--- src/rtl/button_sync_debounce.sv ---
// Push-button conditioner: 2-flop synchroniser, press/release debounce, one-cycle press pulse.
// Optional auto-repeat while held is compiled in with `define BUTTON_REPEAT_EN.
module button_sync_debounce #(
    parameter int DEBOUNCE_CYCLES = 4,
    parameter int CNT_W           = 20,
    parameter int REPEAT_CYCLES   = 8
) (
    input  logic       CLK,
    input  logic       Reset,
    input  logic       BI,
    output logic       BO,
    output logic       Held,
    output logic [7:0] PressCount,
    output logic [2:0] dbg_state_o
);

    typedef enum logic [2:0] {
        ST_IDLE   = 3'd0,
        ST_ARM    = 3'd1,
        ST_PULSE  = 3'd2,
        ST_HELD   = 3'd3,
        ST_DISARM = 3'd4
    } state_t;

    localparam logic [CNT_W-1:0] CNT_LAST = CNT_W'(DEBOUNCE_CYCLES - 1);

    if (DEBOUNCE_CYCLES < 1) begin : g_bad_debounce
        $error("DEBOUNCE_CYCLES must be >= 1");
    end
    if (CNT_W < 32 && (DEBOUNCE_CYCLES - 1) >= (1 << CNT_W)) begin : g_bad_cnt_w
        $error("CNT_W too narrow for DEBOUNCE_CYCLES-1");
    end
    if (REPEAT_CYCLES < 1) begin : g_bad_repeat
        $error("REPEAT_CYCLES must be >= 1");
    end

    logic             s1_q;
    logic             s2_q;
    state_t           state_q;
    logic [CNT_W-1:0] cnt_q;
    logic             bo_q;
    logic             held_q;
    logic [7:0]       press_cnt_q;

`ifdef BUTTON_REPEAT_EN
    localparam int RCNT_W = (REPEAT_CYCLES > 1) ? $clog2(REPEAT_CYCLES) : 1;
    localparam logic [RCNT_W-1:0] RCNT_LAST = RCNT_W'(REPEAT_CYCLES - 1);
    logic [RCNT_W-1:0] rcnt_q;
`endif

    // bo_q/held_q are loaded with the value implied by the state being entered,
    // so they always equal the Moore decode of state_q without a decode glitch.
    always_ff @(posedge CLK or posedge Reset) begin
        if (Reset) begin
            s1_q        <= 1'b0;
            s2_q        <= 1'b0;
            state_q     <= ST_IDLE;
            cnt_q       <= '0;
            bo_q        <= 1'b0;
            held_q      <= 1'b0;
            press_cnt_q <= 8'd0;
`ifdef BUTTON_REPEAT_EN
            rcnt_q      <= '0;
`endif
        end else begin
            s1_q <= BI;
            s2_q <= s1_q;
            bo_q <= 1'b0;
            case (state_q)
                ST_IDLE: begin
                    if (s2_q) begin
                        state_q <= ST_ARM;
                        cnt_q   <= '0;
                    end
                end
                ST_ARM: begin
                    if (!s2_q) begin
                        state_q <= ST_IDLE;
                    end else if (cnt_q == CNT_LAST) begin
                        state_q <= ST_PULSE;
                        bo_q    <= 1'b1;
                        held_q  <= 1'b1;
                    end else begin
                        cnt_q <= cnt_q + 1'b1;
                    end
                end
                ST_PULSE: begin
                    state_q     <= ST_HELD;
                    press_cnt_q <= press_cnt_q + 8'd1;
`ifdef BUTTON_REPEAT_EN
                    rcnt_q      <= '0;
`endif
                end
                ST_HELD: begin
                    if (!s2_q) begin
                        state_q <= ST_DISARM;
                        cnt_q   <= '0;
                    end
`ifdef BUTTON_REPEAT_EN
                    else if (rcnt_q == RCNT_LAST) begin
                        state_q <= ST_PULSE;
                        bo_q    <= 1'b1;
                    end else begin
                        rcnt_q <= rcnt_q + 1'b1;
                    end
`endif
                end
                ST_DISARM: begin
                    if (s2_q) begin
                        state_q <= ST_HELD;
`ifdef BUTTON_REPEAT_EN
                        rcnt_q  <= '0;
`endif
                    end else if (cnt_q == CNT_LAST) begin
                        state_q <= ST_IDLE;
                        held_q  <= 1'b0;
                    end else begin
                        cnt_q <= cnt_q + 1'b1;
                    end
                end
                default: begin
                    state_q <= ST_IDLE;
                    held_q  <= 1'b0;
                end
            endcase
        end
    end

    assign BO          = bo_q;
    assign Held        = held_q;
    assign PressCount  = press_cnt_q;
    assign dbg_state_o = state_q;

endmodule
--- config.mk ---
export PLATFORM = sky130hd
export DESIGN_NAME = button_sync_debounce
export DESIGN_NICKNAME = d
export VERILOG_FILES = /design/src/rtl/button_sync_debounce.sv
export SDC_FILE = /design/constraint.sdc
export NUM_CORES = 1
export LEC_CHECK = 0
export CAP_MARGIN = 20
export CORE_MARGIN = 2
export CORE_UTILIZATION = 45
export CTS_CLUSTER_SIZE = 8
export DETAILED_ROUTE_END_ITERATION = 7
export HOLD_SLACK_MARGIN = 0.1
export SLEW_MARGIN = 0
export SYNTH_ARGS = -nofsm -noshare
export SYNTH_HDL_FRONTEND = slang
export SYNTH_SLANG_ARGS = --single-unit
--- constraint.sdc ---
create_clock -name CLK -period 5.15 [get_ports CLK]
set_input_delay 0.7725 -clock CLK [delete_from_list [all_inputs] [get_ports CLK]]
set_output_delay 0.7725 -clock CLK [all_outputs]
set_load 0.005 [all_outputs]
# ---- Yosys cells after proc, flatten, opt, wreduce, memory -nomap -nowiden
# Index checks and enable logic that the tools add are counted.
dict set report op_classes {
  add_sub_neg 2
  eq_ne 13
  muxes 21
  bitwise 1
  reduce_logical 6
}
# cell n
set op_table {}
lappend op_table {{$mux 20} 5}
lappend op_table {{$pmux 20 s4} 1}
lappend op_table {{$add 20x1->20 const B} 1}
lappend op_table {{$eq 20x2->1 const B} 1}
lappend op_table {{$mux 3} 6}
lappend op_table {{$pmux 3 s5} 1}
lappend op_table {{$ne 2x2->1 const B} 6}
lappend op_table {{$reduce_and 5->1} 2}
lappend op_table {{$add 8x1->8 const B} 1}
lappend op_table {{$mux 1} 7}
lappend op_table {{$eq 3x2->1 const B} 2}
lappend op_table {{$ne 3x3->1 const B} 2}
lappend op_table {{$reduce_and 4->1} 1}
lappend op_table {{$reduce_bool 4->1} 1}
lappend op_table {{$eq 3x1->1 const B} 1}
lappend op_table {{$eq 3x3->1 const B} 1}
lappend op_table {{$logic_not 3->1} 1}
lappend op_table {{$pmux 1 s3} 1}
lappend op_table {{$reduce_or 3->1} 1}
lappend op_table {{$not 1->1} 1}
dict set report word_totals {
  regBits 35
  input_bits 3
}

# ---- Logic depth before layout (Yosys ltp)
# Gate-level depths: netlist (run 1).
dict set report depth {
  ltp_word 4
  depth_mapped 8
  ltp_nobuf 6
}

# ---- Worst setup path before layout (run 1)
# Ideal clock, no wire load.
dict set report synth_timing {
  kind {reg-to-reg}
  from {register cnt_q[0]}
  to {register cnt_q[2]}
  arrival_time_ns 1.640
  t_required_ns 5.026
  setup_slack_ns 3.386
  path_stages_with_launch 7
  synth_period_minus_slack_ns 1.764
  cell_sequence {dfrtp_1 ha_1 nor4b_1 nand4_1 o21ai_2 nor3b_1 a211o_1}
}
dict set report synth_between {
  elab_chain_cells 4
}
# item line
set synth_lines {}
lappend synth_lines {{from (decl)} 40} ;# logic [CNT_W-1:0] cnt_q;
lappend synth_lines {{from (signal assigned)} 84} ;# cnt_q <= cnt_q + 1'b1;
lappend synth_lines {{from (signal assigned)} 118} ;# cnt_q <= cnt_q + 1'b1;
lappend synth_lines {{$add 20x1->20 or $eq 20x2->1 (tied branches)} n/a}
lappend synth_lines {{$mux 20 *} {79, 114}}
lappend synth_lines {{$mux 20, on equally long branches} {109, 77}}
lappend synth_lines {{$pmux 20 s4 *} 69} ;# case (state_q)
# Every way passes the cells marked *; elsewhere a longest branch is shown, timed or not. The select of a mux whose other input is x is not followed.
# A chain may end at the register's enable or synchronous reset.

# ---- Final worst setup path (run 1)
dict set report layout_timing {
  from {register state_q[2], in the netlist dbg_state_o[2]}
  to {output dbg_state_o[2]}
}
# item line
set layout_lines {}
lappend layout_lines {{from (decl)} 39} ;# state_t state_q;
lappend layout_lines {{from (signal assigned)} 57} ;# state_q <= ST_IDLE;
lappend layout_lines {{from (signal assigned)} 72} ;# state_q <= ST_ARM;
lappend layout_lines {{from (signal assigned)} 78} ;# state_q <= ST_IDLE;
lappend layout_lines {{to (decl)} 14} ;# output logic [2:0] dbg_state_o
# No word-level cell between the ends.

==> results of run 1 <==
==> logic make-up (layout without fill, tap and decap cells) <==
family          after synthesis  count (layout)  synth area share
fa+ha+maj                     2               2           0.01335
mux                           2               2           0.01135
simple gates                 76              76            0.2437
xor+xnor                      8               8           0.03738
buf+inv                      17              27           0.04205
compound gates               58              58            0.1849
flops                        35              35            0.4673
==> worst max-delay path by stage <==
stage	start	endpoint	slack [ns]	cells past startpoint
6_report	dbg_state_o[2]$_DFFE_PP0P_	dbg_state_o[2]	3.00	1
5_1_grt	dbg_state_o[2]$_DFFE_PP0P_	cnt_q[2]$_DFFE_PP0P_	2.85	5
4_1_cts	dbg_state_o[2]$_DFFE_PP0P_	dbg_state_o[2]	2.99	1
3_5_place_dp	dbg_state_o[2]$_DFFE_PP0P_	cnt_q[2]$_DFFE_PP0P_	3.06	5
3_3_place_gp	dbg_state_o[2]$_DFFE_PP0P_	cnt_q[2]$_DFFE_PP0P_	3.11	5
2_1_floorplan	cnt_q[0]$_DFFE_PP0P_	cnt_q[2]$_DFFE_PP0P_	3.39	6
==> layout by cell type (no fill, tap or decap), types with 2 or more instances in the layout <==
cell | Yosys | final
clkdlybuf4s50_1 | 0 | 15
and3_1 | 2 | 2
ha_1 | 2 | 2
nor3_1 | 2 | 2
o21ai_0 | 31 | 31
nand2_1 | 14 | 14
clkbuf_8 | 0 | 5
dfrtp_1 | 35 | 35
or3_1 | 2 | 2
nor4_2 | 2 | 2
inv_1 | 5 | 5
nand4_1 | 13 | 13
nand3_1 | 7 | 7
a31oi_1 | 8 | 8
nand2b_1 | 3 | 3
nor4_1 | 4 | 4
xnor2_1 | 5 | 5
and4_1 | 2 | 2
xor2_1 | 3 | 3
a21oi_1 | 5 | 5
nor2_1 | 14 | 14
o31ai_1 | 3 | 3
nor4b_1 | 2 | 2
nor3b_1 | 2 | 2
==> power groups by stage <==
stage / sequential (mW) / clock, mW / combinational [mW]
global placement: 0.355 / 0 / 0.257
floorplan: 0.339 / 0 / 0.206
finish: 0.354 / 0.184 / 0.264
detailed placement: 0.359 / 0 / 0.263
CTS: 0.354 / 0.189 / 0.267
global route: 0.363 / 0.205 / 0.297
==> registers in the layout (all words and copies together) (netlist names) <==
register / cells
cnt_q: 20
PressCount: 8
dbg_state_o: 3
BO: 1
Held: 1
s1_q: 1
s2_q: 1
==> layout make-up <==
class / count / area (um2) / area share
tap: 50 / 62.56 / 0.02969
multi-input combinational: 146 / 919.6 / 0.4365
sequential: 35 / 875.8 / 0.4157
inverter: 5 / 18.77 / 0.008907
timing repair buffer: 16 / 157.7 / 0.07482
clock buffer: 6 / 72.57 / 0.03444
==> metrics by stage <==
stage | worst slack, ns | std cells | area, um2 | hold slack (ns) | total power [mW]
after global routing | 2.850 | 258 | 2107 | 0.3610 | 0.8643
after floorplan | 3.386 | 198 | 1874 | 0.3312 | 0.5449
after detailed placement | 3.057 | 252 | 2034 | 0.3347 | 0.6226
final | 3.002 | 258 | 2107 | 0.3480 | 0.8021
after CTS | 2.989 | 258 | 2107 | 0.3496 | 0.8097
after global placement | 3.109 | 252 | 2034 | 0.3447 | 0.6121
==> routing by layer <==
metal / global-route usage / routed length [um] / vias to the layer above
met4: 0.07250 / 51 / 0
met2: 0.3197 / 1938 / 38
met3: 0.05357 / 148 / 6
met5: 0 / 0 / -
met1: 0.2345 / 1816 / 760
li1: - / - / 761
==> key figures, run 1 <==
Run status
  • Status: finished clean

Critical path
  • Setup crit start kind: flop
  • CP required: roughly 4.4 ns
  • Critical path arrival: between 1 and 1.5 ns
  • Reg2reg end: cnt_q[2]$_DFFE_PP0P_
  • Slowest Stage Delay on Critical Path: ~0.57 ns
  • WP buf/inv: 1
  • Crit-path cells: clkdlybuf4s50_1
  • Slowest-stage cell, CP: clkdlybuf4s50_1
  • Worst R2R Setup Slack: 3.02 ns
  • Crit-path max FO: 12
  • Delay-heaviest family, CP: buffers and inverters
  • Crit end category: primary output
  • Reg2reg start: dbg_state_o[2]$_DFFE_PP0P_
  • R2R cell count: 5
  • Kind of critical path: flop to primary output

STA
  • Worst slew pin tran: about 0.77 ns
  • Pins over their slew limit: 0
  • Fin Setup TNS: 0 ns
  • Minimum clock period after layout: 2.148 ns
  • Setup-failing EPs final: 0
  • Relative slew slack: 0.4855
  • Worst Skew: 0.005356 ns
  • Hold Violations, Final: 0
  • Fmax: approximately 470 MHz
  • RSZ-0062 raised after global routing: false
  • Ratio of final minimum period to clock period: 0.4170

Power and ir drop
  • P per Cell Area: 380.7 mW/mm2
  • Switch Pwr: a little under 300 uW
  • Net Sw Frac: 0.3657
  • Clock power share: 0.229
  • Max VDD drop: approximately 0.19 mV
  • Leak: roughly 0.85 nW
  • Internal power: roughly 500 uW
  • Sequential power share: 0.442
  • Share of total power in combinational logic: 0.330

Synth
  • Synth top area share: 0.4673
  • Cell taking the most area after synthesis: dfrtp_1
  • Distinct cells, synth: between 40 and 50
  • Register area share after synthesis: 0.4673
  • Synth Net Count: about 200
  • Yosys warns: 0
  • Commonest cells in the synthesized netlist: dfrtp_1, o21ai_0, nand2_1, nor2_1, nand4_1
  • Synthesized area per cell: roughly 9.5 um2
  • FF+latch count, synth: 35
  • Largest cells by area after synthesis: dfrtp_1, o21ai_0, nand4_1
  • Most instantiated library cell after synthesis: dfrtp_1
  • Synth Instances: between 150 and 200
  • Fraction of registers with async set/reset: 1.000
  • EDFF count, synth: 0
  • Top FF cell, synth: dfrtp_1
  • Post-Syn Area: between 0.0015 and 0.002 mm2

Clocking
  • Clk_lat worst skew: around 0.28 ns
  • Longest Clk Path Bufs: 2
  • H-Tree Depth: 2
  • CTS resizes: 0
  • Setup Buffers After CTS: 0
  • Clk root buf: clkbuf_8
  • TritonCTS Buffers: 5
  • CTS tree: built
  • Clk sinks: 35
  • Clock Pin Slew Worst Setup and Hold Paths: roughly 0.060 ns
  • Hold buffer count at CTS: 0

Floorplan
  • Die area: approximately 0.0047 mm2
  • Starting Density: 0.4686
  • Placement row count: 23
  • Die height: a little under 70 um
  • Num ports: 16
  • Core Area: 0.004000 mm2
  • Die Width: 68.54 um

GRT
  • GRT overflow: 0
  • Global-route wire length before repair: 6706 um
  • Largest net degree at the start of global routing: 36
  • Vias in the first global route: roughly 1,500
  • GRT Overall Usage: 0.1916
  • Initial antenna violation count: 0

Finish
  • Layout area overhead: 12.42%
  • Share of layout cells above drive strength 1: 0.06731
  • Fillers: 363
  • Final core utilization: 0.5267
  • Final nets: between 200 and 250
  • Antenna diode count: 0

Min path
  • Hold endpoint: s2_q$_DFF_PP0_
  • WHS Path Cells: 0
  • Hold crit path type: flop to flop
  • Hold_sp: s1_q$_DFF_PP0_

Drt
  • DR vias/cell: 6.066
  • Drt wl/cell: ~15 um
  • Detailed-router iteration count before antenna repair: 4
  • Final antenna-violating net count: 0
  • DRT iter0 DRCs: between 100 and 150
  • DRC: 0
  • Post-Route WL: between 3000 and 4000 um
  • Vias: between 1,500 and 2,000

Flow run
  • Max Cap Viol: 0

Placed design
  • PortBufs: 15
  • Routability cong.: between 0.8 and 0.9
  • HPWL Detailed: ~2600 um
Power figures use the tool's default switching activity.
==> run 2: changes to the inputs <==
- PLACE_DENSITY: not set -> 0.67
- clock period: 5.15 -> 1.9 ns (I/O delays scaled with it)
==> key figures, run 2 (synthesis gave the netlist of run 1 again) <==
STA
  • Minimum clock period after layout: approximately 1.8 ns
  • Setup-failing EPs final: 0 (unchanged)
  • Worst Skew: 0.004725 ns (-0.0006308 ns)
  • RSZ-0062 raised after global routing: true
  • Worst slew pin tran: 0.5449 ns (-0.2269 ns)
  • Fmax: ~540 MHz
  • Fin Setup TNS: 0 ns (unchanged)
  • Ratio of final minimum period to clock period: 0.9725
  • Hold Violations, Final: 0 (unchanged)
  • Relative slew slack: 0.6334 (+0.1479)
  • Slack of the critical path: 0.05233 ns (-2.950 ns)
  • Pins over their slew limit: 0 (unchanged)

Power and ir drop
  • Internal power: 1.745 mW (+240%)
  • Switch Pwr: 827.5 uW (+180%)
  • Net Sw Frac: 0.3216 (-0.04400)
  • Share of total power in combinational logic: 0.321 (-0.009)
  • Leak: 0.9548 nW (+12%)
  • P per Cell Area: 1124 mW/mm2 (+200%)
  • Clock power share: 0.305 (+0.076)
  • Max VDD drop: 0.6361 mV (+230%)
  • Sequential power share: 0.374 (-0.068)

Drt
  • Max Used Layer: met4
  • DR vias/cell: 5.982 (-1.4%)
  • Routed length on met1: 1929 um (+6.2%)
  • Met3 routed wirelength: 163 um (+10%)
  • DRT iter0 DRCs: 85 (-20%)
  • Met2 WL post-DR: 2082 um (+7.4%)
  • Drt wl/cell: 15.54 um (+1.4%)
  • Post-Route WL: 4259 um (+7.7%)
  • Vias: 1,639 (+4.7%)
  • DRC: 0 (unchanged)
  • Final antenna-violating net count: 0 (unchanged)
  • Detailed-router iteration count before antenna repair: 4 (unchanged)

GRT
  • GRT overflow: 0 (unchanged)
  • Largest net degree at the start of global routing: 36 (unchanged)
  • Initial antenna violation count: 0 (unchanged)
  • Global-route wire length before repair: 7279 um (+8.5%)
  • GRT Overall Usage: 0.2125 (+0.02083)
  • Vias in the first global route: 1,595 (+7.0%)

Clocking
  • TritonCTS Buffers: 5 (unchanged)
  • CTS resizes: 0 (unchanged)
  • Clk_lat worst skew: 0.28 ns (about the same)
  • H-Tree Depth: 2 (unchanged)
  • Longest Clk Path Bufs: 2 (unchanged)
  • CTS tree: built
  • Clock Pin Slew Worst Setup and Hold Paths: 0.07 ns (about the same)
  • Setup Buffers After CTS: 0 (unchanged)
  • Hold buffer count at CTS: 0 (unchanged)
  • Clk sinks: 35 (unchanged)
  • Clk root buf: clkbuf_8

Critical path
  • Setup crit start kind: flop
  • Crit end category: flop
  • Worst R2R Setup Slack: 0.05 ns (-2.97 ns)
  • Kind of critical path: flop to flop
  • Critical path arrival: 2.02 ns (+0.64 ns)
  • Crit-path max FO: 3 (-9)
  • CP required: 2.07 ns (-2.31 ns)

Floorplan
  • Num ports: 16 (unchanged)
  • Placement row count: 23 (unchanged)
  • Die area: 0.004697 mm2 (unchanged)
  • Core Area: 0.004000 mm2 (unchanged)
  • Starting Density: 0.4686 (unchanged)
  • Die Width: 68.54 um (unchanged)
  • Die height: 68.54 um (unchanged)

Placed design
  • PortBufs: 15 (unchanged)
  • HPWL Detailed: 3003 um (+16%)
  • Routability cong.: 0.8644 (-2.2%)
  • Pre-CTS setup slack: 0.09168 ns (-2.965 ns)

Finish
  • Share of layout cells above drive strength 1: 0.1518 (+0.08448)
  • Register bank with the most flops: cnt_q
  • Commonest non-fill, non-tap cell in the layout: dfrtp_1
  • Commonest cells after routing, fill and taps aside: dfrtp_1, o21ai_0, clkdlybuf4s50_1, buf_4, nand2_1
  • Antenna diode count: 0 (unchanged)
  • Layout area overhead: 22.10%
  • Largest register FFs: 20 (unchanged)
  • Final nets: 228 (+6.5%)
  • Fillers: 353 (-2.8%)

Flow run
  • Max Cap Viol: 0 (unchanged)

Min path
  • Hold crit path type: flop to flop

Run status
  • Status: finished clean
[run 2: final timing paths]
check | start | end | cells past startpoint
worst min-delay path | s1_q$_DFF_PP0_ | s2_q$_DFF_PP0_ | 0
worst min register to register | s1_q$_DFF_PP0_ | s2_q$_DFF_PP0_ | 0
min in group asynchronous | Reset | PressCount[3]$_DFFE_PP0P_ | 3
max in group asynchronous | Reset | dbg_state_o[2]$_DFFE_PP0P_ | 3
worst max-delay path | cnt_q[19]$_DFFE_PP0P_ | cnt_q[2]$_DFFE_PP0P_ | 5
worst max register to register | cnt_q[19]$_DFFE_PP0P_ | cnt_q[2]$_DFFE_PP0P_ | 5
[run 2: area by class of cell]
class                           count  area (um2)  share of cell area
Clock buffer                        6       72.57             0.03171
Tap cell                           50       62.56             0.02734
Clock inverter                      2       60.06             0.02624
Multi-Input combinational cell    146       934.6              0.4084
Inverter                            5       18.77            0.008201
Timing Repair Buffer               30       262.8              0.1148
Sequential cell                    35       877.1              0.3833
[run 2: power by group through the flow]
stage / Sequential, mW / Combinational (mW) / Clock (mW)
2_1_floorplan: 0.919 / 0.558 / 0
3_3_place_gp: 0.962 / 0.794 / 0
3_5_place_dp: 0.972 / 0.820 / 0
4_1_cts: 0.960 / 0.823 / 0.809
5_1_grt: 0.987 / 0.934 / 0.836
6_report: 0.961 / 0.826 / 0.785
[run 2: metrics by stage]
step	hold slack (ns)	instances	utilization	power [mW]	area, um2
after CTS	0.3733	274	0.5680	2.592	2272
after floorplan	0.3164	198	-	1.477	1874
after detailed placement	0.3490	266	0.5349	1.792	2140
final	0.3661	274	0.5721	2.573	2288
after global routing	0.3831	274	0.5721	2.757	2288
after global placement	0.3413	266	0.5349	1.756	2140
[run 2: routing by layer]
layer,vias to the layer above,global-route usage
li1,790,-
met1,800,0.2780
met2,41,0.3317
met3,8,0.05195
met4,0,0.09750
met5,-,0
[run 2: worst max-delay path, cell delays in order, from the launching register on]
cell and delay [ns]:
dfrtp_1 0.40, nor4_1 0.53, nand4_1 0.26, o21ai_2 0.20
nor3b_1 0.07, a211o_1 0.27
